### src/rtl/spw_flow_pkg.sv
// Shared SpaceWire flow-control constants and state encodings.
// The receive-side FCT credit manager and the transmit-side FCT counter both import this package.
package spw_flow_pkg;

    localparam int FCT_CHUNK  = 8;
    localparam int MAX_CREDIT = 56;
    localparam int CREDIT_W   = 6;

    // Receive side: FCT request handshake towards the tx FSM.
    typedef enum logic [1:0] {
        RX_FCT_IDLE   = 2'd0,
        RX_FCT_REQ    = 2'd1,
        RX_FCT_SETTLE = 2'd2
    } rx_fct_state_e;

    // Transmit side: FCT send path as seen from the tx FSM.
    typedef enum logic [1:0] {
        TX_FCT_WAIT = 2'd0,
        TX_FCT_SEND = 2'd1,
        TX_FCT_DONE = 2'd2
    } tx_fct_state_e;

endpackage

### src/rtl/rx_fct_credit.sv
// Receiver-side SpaceWire flow-control credit manager: tracks credit the far end holds,
// requests FCTs while the rx FIFO can absorb another chunk, flags credit underflow.
module rx_fct_credit
    import spw_flow_pkg::*;
#(
    parameter int FIFO_DEPTH = 64,
    parameter int MAX_CRED   = spw_flow_pkg::MAX_CREDIT,
    parameter int CHUNK      = spw_flow_pkg::FCT_CHUNK,
    localparam int FREE_W    = $clog2(FIFO_DEPTH + 1)
) (
    input  logic                pclk_rx,
    input  logic                reset_rx,
    input  logic                enable_rx,
    input  logic                gotnchar_rx,
    input  logic [FREE_W-1:0]   fifo_free,
    input  logic                fct_ack,
    output logic                fct_req,
    output logic [CREDIT_W-1:0] credit_out,
    output logic                credit_error
);

    // One extra bit so credit + chunk can never wrap during the space check.
    localparam int CMP_W = FREE_W + 1;

    rx_fct_state_e         state_q, state_d;
    logic [CREDIT_W-1:0]   credit_q, credit_d;
    logic                  error_q, error_d;

    logic                  elig;
    logic                  ack_ok;
    logic [CMP_W-1:0]      credit_ext;
    logic [CMP_W-1:0]      grant_sum;

    always_comb begin
        credit_ext = CMP_W'(credit_q);
        grant_sum  = credit_ext + CMP_W'(CHUNK);
        elig       = (credit_q <= CREDIT_W'(MAX_CRED - CHUNK))
                  && (grant_sum <= CMP_W'(fifo_free));
        ack_ok     = (state_q == RX_FCT_REQ) && fct_ack;
    end

    always_comb begin
        state_d = state_q;
        case (state_q)
            RX_FCT_IDLE:   if (elig) state_d = RX_FCT_REQ;
            // The request is never withdrawn once raised, whatever happens to elig.
            RX_FCT_REQ:    if (fct_ack) state_d = RX_FCT_SETTLE;
            RX_FCT_SETTLE: state_d = RX_FCT_IDLE;
            default:       state_d = RX_FCT_IDLE;
        endcase
        if (!enable_rx) state_d = RX_FCT_IDLE;
    end

    always_comb begin
        credit_d = credit_q;
        error_d  = error_q;
        case ({ack_ok, gotnchar_rx})
            2'b11:   credit_d = credit_q + CREDIT_W'(CHUNK - 1);
            2'b10:   credit_d = credit_q + CREDIT_W'(CHUNK);
            2'b01: begin
                // An N-char with nothing outstanding means the far end overran its grant.
                if (credit_q != '0) credit_d = credit_q - CREDIT_W'(1);
                else                error_d  = 1'b1;
            end
            default: credit_d = credit_q;
        endcase
        if (!enable_rx) begin
            credit_d = '0;
            error_d  = 1'b0;
        end
    end

    always_ff @(posedge pclk_rx or posedge reset_rx) begin
        if (reset_rx) begin
            state_q  <= RX_FCT_IDLE;
            credit_q <= '0;
            error_q  <= 1'b0;
        end else begin
            state_q  <= state_d;
            credit_q <= credit_d;
            error_q  <= error_d;
        end
    end

    assign fct_req      = (state_q == RX_FCT_REQ);
    assign credit_out   = credit_q;
    assign credit_error = error_q;

endmodule

### config.mk
export PLATFORM = sky130hd
export DESIGN_NAME = rx_fct_credit
export DESIGN_NICKNAME = d
export VERILOG_FILES = /design/src/rtl/spw_flow_pkg.sv /design/src/rtl/rx_fct_credit.sv
export SDC_FILE = /design/constraint.sdc
export NUM_CORES = 1
export LEC_CHECK = 0
export BUFFER_PORTS_ARGS = -buffer_cell sky130_fd_sc_hd__buf_4
export CORE_MARGIN = 2
export CORE_UTILIZATION = 50
export DETAILED_ROUTE_END_ITERATION = 16
export PLACE_DENSITY_LB_ADDON = 0.08
export SLEW_MARGIN = 40
export SYNTH_ARGS = -nofsm -noshare
export SYNTH_HDL_FRONTEND = slang
export SYNTH_SLANG_ARGS = --single-unit
### constraint.sdc
create_clock -name pclk_rx -period 6.43 [get_ports pclk_rx]
set_clock_uncertainty 0.15 [all_clocks]
set_input_delay 0.9645 -clock pclk_rx [delete_from_list [all_inputs] [get_ports pclk_rx]]
set_output_delay 0.9645 -clock pclk_rx [all_outputs]
set_load 0.01 [all_outputs]
# Yosys cells after proc, flatten, opt, wreduce, memory -nomap -nowiden
# Cells that the tools add are included.
totals:
  register_bits: 9
  output_inout_bits: 8
classes:
  addsub: 4
  n_lt_le_gt_ge: 2
  reduce_logical: 7
  muxes: 10
  eq_ne: 10
op_table:
  columns: ["cell", "n"]
  rows:
  - ["one-hot mux 6 bit (3 select lines)", 1]
  - ["2-to-1 mux 6 bit", 2]
  - ["inequality test 3 bit, second input constant", 3]
  - ["adder 6 x 4 -> 7 bit, second input constant", 1]
  - ["<= comparator 7 bit", 1]
  - ["adder 6 x 3 -> 6 bit, second input constant", 1]
  - ["adder 6 x 4 -> 6 bit, second input constant", 1]
  - ["<= comparator 6 bit, second input constant", 1]
  - ["2-to-1 mux 2 bit", 3]
  - ["AND reduction 2 bit", 3]
  - ["nonzero test 6 bit", 1]
  - ["subtractor 6 x 1 -> 6 bit, second input constant", 1]
  - ["== test 2 x 1 -> 1 bit, second input constant", 2]
  - ["== test 2 bit, second input constant", 2]
  - ["inequality test 4 x 1 -> 1 bit, second input constant", 1]
  - ["one-hot mux 2 bit (2 select lines)", 1]
  - ["2-to-1 mux 1 bit", 3]
  - ["logical AND 1 bit", 2]
  - ["zero test 2 bit", 1]
  - ["inequality test 2 x 1 -> 1 bit, second input constant", 1]
  - ["inequality test 2 bit, second input constant", 1]

# Logic depth before layout (Yosys ltp)
# Gate-level depths: netlist of the first run.
depth:
  ltp_word: 6
  ltp_mapped: 9
  ltp_nobuf: 9

# Least setup slack after synthesis of the first run
# OpenSTA, ideal clock, no wires.
synth_timing:
  path_type: "in2reg"
  from: "input port fct_ack"
  to: "register credit_q[5], in the netlist credit_out[5]"
  path_buffers: 0
  t_arrival_ns: 2.537
  setup_time_ns: 0.078
  path_stages: 8
  slack_ns: 3.665
  path_cell_list: "nand2_1 > ha_1 > ha_1 > and3_1 > o21ai_0 > a41oi_2 > or3_1 > a21boi_1"
synth_between:
  elab_chain_cells: 4
  word_cells_on_any_way: 9
synth_rtl:
  columns: ["item", "line", "rtl"]
  rows:
  - ["start, declared", "rx_fct_credit.sv:16", "input logic fct_ack,"]
  - ["logical AND 1 bit (*)", "rx_fct_credit.sv:39", "ack_ok = (state_q == RX_FCT_REQ) && fct_ack;"]
  - ["== test 2 x 1 -> 1 bit / == test 2 bit (equally long branches)", "rx_fct_credit.sv:57", "case ({ack_ok, gotnchar_rx})"]
  - ["one-hot mux 6 bit (3 select lines), or another cell as far along", "rx_fct_credit.sv:57", null]
  - ["2-to-1 mux 6 bit / AND reduction 2 bit (equally long branches)", null, null]
  - ["end signal, assigned", "rx_fct_credit.sv:80", "credit_q <= credit_d;"]
  - ["end, declared", "rx_fct_credit.sv:26", "logic [CREDIT_W-1:0] credit_q, credit_d;"]
# Mark *: on every way between the ends. The rest lies on a longest branch, timed or not.
# A chain may end at the register's enable or synchronous reset.

# Final worst setup path of the first run
# Same ends and word-level chain as after synthesis.

==> metrics, run 1 <==
Synth Area in Compound Gates 19.5%; syn_nets 125; crit path launch type input pin; r2r worst-path depth 9; Hold Crit Endpoint credit_error; r2r startpoint state_q[1]; crit path max fanout 8; Post-CTS Resized 0; simple logic cell fraction of the synthesized area 21.5%; Num CTS Buffers 3; Skew-Pair Late Insertion Delay 0.27 ns; final WL 1760 um; Layout area overhead 21.4%; core area 1690 um2; Final min period 2.74 ns; worst-margin pin slew 0.435 ns; Yosys cell types 37; period utilization 42.6%; Critical Path AT 2.79 ns; min-delay src credit_error; PnR Total Power 471 uW; synth warn 0; largest family of logic cells by synthesized area simple AND/OR/NAND/NOR gates; cts hold-fix bufs 0; Initial Utilization 51.9%; initial antenna violation count 0; cell leakage power 0.000568 uW; Post-Syn Instances 99; Ant. Diodes 0; area of the mapped netlist 877 um2; fin area 1060 um2; PwrDens 443 nW/um2; flop2flop setup slack 3.85 ns; mux contribution to synthesized area 0%; CTS tree yes; Cell Count, Final, Fillers Out 138; CP endpoint kind register; hold path depth 2; most common cell after layout, fill and taps aside buf_4; RSZ-0062 raised after global routing no; Port Buffer Count 19; status finished clean; Die Y 45.9 um; Total GRT Usage 20.8%; required time of the critical path 6.48 ns; layout cell share with drive strength beyond 1 25.6%; RR Endpoint credit_out[5]; vias per inst 5.49; Fin Setup TNS 0 ns; fmax 365 MHz; Hold/Removal Path Class reg -> reg; DR iter-0 viols 9; ANT nets after route 0; largest net degree at the start of global routing 13; die width 45.9 um; Peak VDD IR 0.000238 V; post-CTS setup buffer count 0; most frequent cells in the layout 19 x buf_4, 15 x inv_1, 14 x ha_1, 9 x dfrtp_1, 6 x nand2_1; fin. max-slew vios 0; Synth Area in Adders 20.0%; H-tree depth 1; CTS Root Cell clkbuf_4; Critical path buffers and inverters 1; wire length per cell 12.8 um; dpl hpwl 1420 um; clk slew on worst S/H paths 0.07 ns; Final nets 148; Hold Violations, Final 0; GRT overflow 0; Vias 758; Critical-path top delay cell ha_1; Largest stage delay, worst path 0.33 ns; CP top delay family adder cells; RePlAce Congestion 0.738; clk buf depth 2; Area after DPL 1040 um2; Syn Area/Cell 8.86 um2; Slew HR 70.9%; Sink Count 9; max_cap viols 0; vias in the first global route 719; xor/xnor cell area share of the yosys netlist 5.99%; sequential area share after synthesis 25.7%; first-pass GRT wire length 3130 um; drt first pass iters 4; cells along the critical path buf_4 > nand2_1 > ha_1 > ha_1 > and3_1 > o21ai_0 > a41oi_2 > or3_1 > a21boi_1; Core Rows 15; die area 2100 um2; Final setup violation count 0; critical setup path kind in -> reg; io pins 20; Post-route DRC 0; #FFs+latches synth 9; Most Frequent Cell on Critical Path ha_1; placed insts 134
## flip-flops by register name (all words and copies together), names as in the netlist
signal	cells
credit_error	1
credit_out	6
state_q	2
## cell usage after synthesis (all sizes together)
cell    number  area (um2)
nand4        2        12.5
a211oi       2        20.0
nor4b        2        23.8
and2b        1        10.0
clkbuf       1        3.75
a31oi        1        6.26
ha          14         175
and2         3        18.8
a21boi       1        7.51
or4b         1        10.0
nand2        6        22.5
nor3         3        20.0
a21oi        6        41.3
nor2b        5        31.3
o22ai        1        6.26
a21o         1        7.51
o21ai        7        38.8
and3         2        12.5
dfrtp        9         225
xnor2        4        35.0
or3          1        6.26
a41o         1        10.0
nand3        1        5.00
o31ai        1        7.51
and3b        1        8.76
o211a        1        10.0
a41oi        1        16.3
inv         16        60.1
nor2         2        7.51
xor2         2        17.5
## through the flow
step           hold slack [ns]  worst slack (ns)  util, %
6_report                 0.397              3.69     63.0
4_1_cts                  0.393              3.69     63.0
5_1_grt                  0.419              3.48     63.0
3_3_place_gp             0.366              3.48     61.4
2_1_floorplan            0.393              3.67        -
3_5_place_dp             0.374              3.41     61.4
## tightest hold or removal path: stages (launching register included)
cell and delay [ns]:
dfrtp_1 0.35, a31oi_1 0.05, nor2b_1 0.10
## worst max path at each step
stage,start,to,slack (ns),cells past startpoint
detailed placement,fct_ack,credit_out[5],3.41,9
finish,fct_ack,credit_out[5],3.69,9
floorplan,fct_ack,credit_out[5],3.67,8
global route,fct_ack,credit_out[5],3.48,9
global placement,fct_ack,credit_out[5],3.48,9
CTS,fct_ack,credit_out[5],3.69,9
## report_power, final
part	leakage [uW]	switching [uW]	total (uW)	internal (uW)
clock	0.0000177	23.1	46.1	23.0
sequential	0.000119	36.4	117	80.1
combinational	0.000432	155	309	154
total	0.000568	214	471	257
## kinds of logic after synthesis
family	count (synthesis)
adders and majority gates	14
AOI/OAI and AO/OA	23
DFF	9
buffers and inverters	17
xor gates and xnor gates	6
and+or+nand+nor	30
## layer usage
layer / track usage [%] / wire length (um) / vias up
met5: 0 / 0 / -
met4: 6.86 / 0 / 0
met3: 3.57 / 39 / 0
met2: 35.8 / 898 / 11
met1: 25.9 / 823 / 356
li1: - / - / 391
## area by class of cell
| type | instances | area (um2) |
|---|---|---|
| clock buffer | 3 | 22.5 |
| clock inverter | 1 | 5.00 |
| fill | 158 | 624 |
| inverter | 16 | 60.1 |
| multi-input combinational | 73 | 588 |
| sequential | 9 | 225 |
| tap | 17 | 21.3 |
| timing repair buffer | 19 | 143 |
No activity file was read; power rests on OpenSTA's default activity.
==> inputs of run 2 (changes only) <==
Settings changed: CORE_UTILIZATION 50 to 47.
Clock period 6.43 ns to 2.2 ns, I/O delays scaled along.
==> metrics, run 2 (synthesized netlist as in run 1, its figures left out) <==
status finished clean; Critical-path top delay cell dfrtp_1; die area 2230 um2; drt first pass iters 4; io pins 20; most frequent cells in the layout 23 x buf_4, 15 x inv_1, 12 x ha_1, 9 x dfrtp_1; clk buf depth 2; Post-route DRC 0; first-pass GRT wire length 3120 um; RePlAce Congestion 0.752; Core Rows 15; layout cell share with drive strength beyond 1 32.5%; cell leakage power 0.000599 uW; fmax 462 MHz; max reg flops 6; Initial Utilization 50.3%; CP top delay family simple AND/OR/NAND/NOR gates; crit path launch type register; Final Util 66.3%; GRT overflow 0; vias in the first global route 774; Skew-Pair Late Insertion Delay 0.27 ns; required time of the critical path 2.24 ns; fin. max-slew vios 0; met2 Usage GRT 36.4%; clk slew on worst S/H paths 0.08 ns; Most Frequent Cell on Critical Path ha_4; Peak VDD IR 0.000721 V; core area 1750 um2; Slew HR 73.0%; most common cell after layout, fill and taps aside buf_4; Num CTS Buffers 3; routing usage on met3 3.08%; met1 Usage GRT 23.5%; final WL 1920 um; worst-margin pin slew 0.405 ns; initial antenna violation count 0; dpl hpwl 1510 um; Cell Count, Final, Fillers Out 151; CTS Root Cell clkbuf_4; Sink Count 9; CTS tree yes; GRT Max-Usage Layer met2; H-tree depth 1; largest net degree at the start of global routing 13; max_cap viols 0; period utilization 98.4%; cells along the critical path nor2b_4 > nand2_2 > ha_4 > ha_4 > and3_1 > o21ai_2 > a41oi_2 > or3_1 > a21boi_1; wire length per cell 12.7 um; Final nets 153; RSZ-0062 raised after global routing yes; Final setup violation count 0; Die Y 47.2 um; crit path max fanout 4; CP endpoint kind register; vias per inst 5.17; Layout area overhead 32.0%; PwrDens 1280 nW/um2; Critical path buffers and inverters 0; Largest stage delay, worst path 0.41 ns; Vias 781; Final min period 2.16 ns; Fin Setup TNS 0 ns; die width 47.2 um; placed insts 144; Critical Path AT 2.21 ns; Port Buffer Count 19; Total GRT Usage 19.5%; Hold/Removal Path Class in -> reg; Ant. Diodes 0; hold_ws 0.183 ns; ANT nets after route 0; critical setup path kind reg -> reg; DR iter-0 viols 12; Hold Violations, Final 0
==> run 2: changes by cell type in the layout (fill, tap and decap cells not counted), sizes merged <==
cell         change
buf              +4
dlygate4sd3      +1
==> run 2: path summary, 6_finish.rpt <==
path                              startpoint            end  slack, ns  cells after the start
worst max-delay path              state_q[1]  credit_out[5]       0.04                      9
worst max register to register    state_q[1]  credit_out[5]       0.04                      9
min in group asynchronous           reset_rx   credit_error       0.44                      3
worst min-delay path                 fct_ack     state_q[1]       0.18                      2
max in group asynchronous           reset_rx  credit_out[0]       1.20                      3
worst min register to register  credit_error   credit_error       0.40                      2
==> run 2: worst register-to-register path, cell delays in order (launching register included) <==
cell and delay (ns):
dfrtp_1 0.41, nor2b_4 0.13, nand2_2 0.09, ha_4 0.17, ha_4 0.22, and3_1 0.18
o21ai_2 0.12, a41oi_2 0.13, or3_1 0.32, a21boi_1 0.16
==> run 2: repair_timing <==
| item | 4_1_cts | 5_1_grt |
|---|---|---|
| pin swaps | 2 | 2 |
| setup endpoints to repair | 1 | 1 |
| gates resized for setup | 1 | 1 |
| hold buffers | 1 | 0 |
| cloned | 0 | 0 |
| endpoints found under the hold margin | 9 | 0 |
| setup buffers | 1 | 1 |
==> run 2: through the flow <==
| step | total power, uW | setup slack (ns) | cell area (um2) |
|---|---|---|---|
| 2_1_floorplan | 1020 | 0.0225 | 912 |
| 3_3_place_gp | 1280 | 0.0574 | 1100 |
| 3_5_place_dp | 1300 | -0.00609 | 1100 |
| 4_1_cts | 1470 | 0.0277 | 1150 |
| 5_1_grt | 1620 | -0.0723 | 1160 |
| 6_report | 1480 | 0.0362 | 1160 |
==> run 2: report_power, final <==
group	switching (uW)	total, uW	internal [uW]
clock	72.2	139	67.2
sequential	94.3	329	234
combinational	494	1020	523
==> run 2: area by class of cell <==
class / instances / area, um2
Multi-Input combinational cell: 73 / 631
Fill cell: 156 / 588
Sequential cell: 9 / 225
Timing Repair Buffer: 24 / 183
Inverter: 16 / 60.1
Tap cell: 25 / 31.3
Clock buffer: 3 / 22.5
Clock inverter: 1 / 5.00
==> run 2: layer usage <==
layer / vias up / wire [um]
li1: 396 / -
met1: 371 / 821
met4: 0 / 0
met5: - / 0
met2: 14 / 1020
met3: 0 / 72
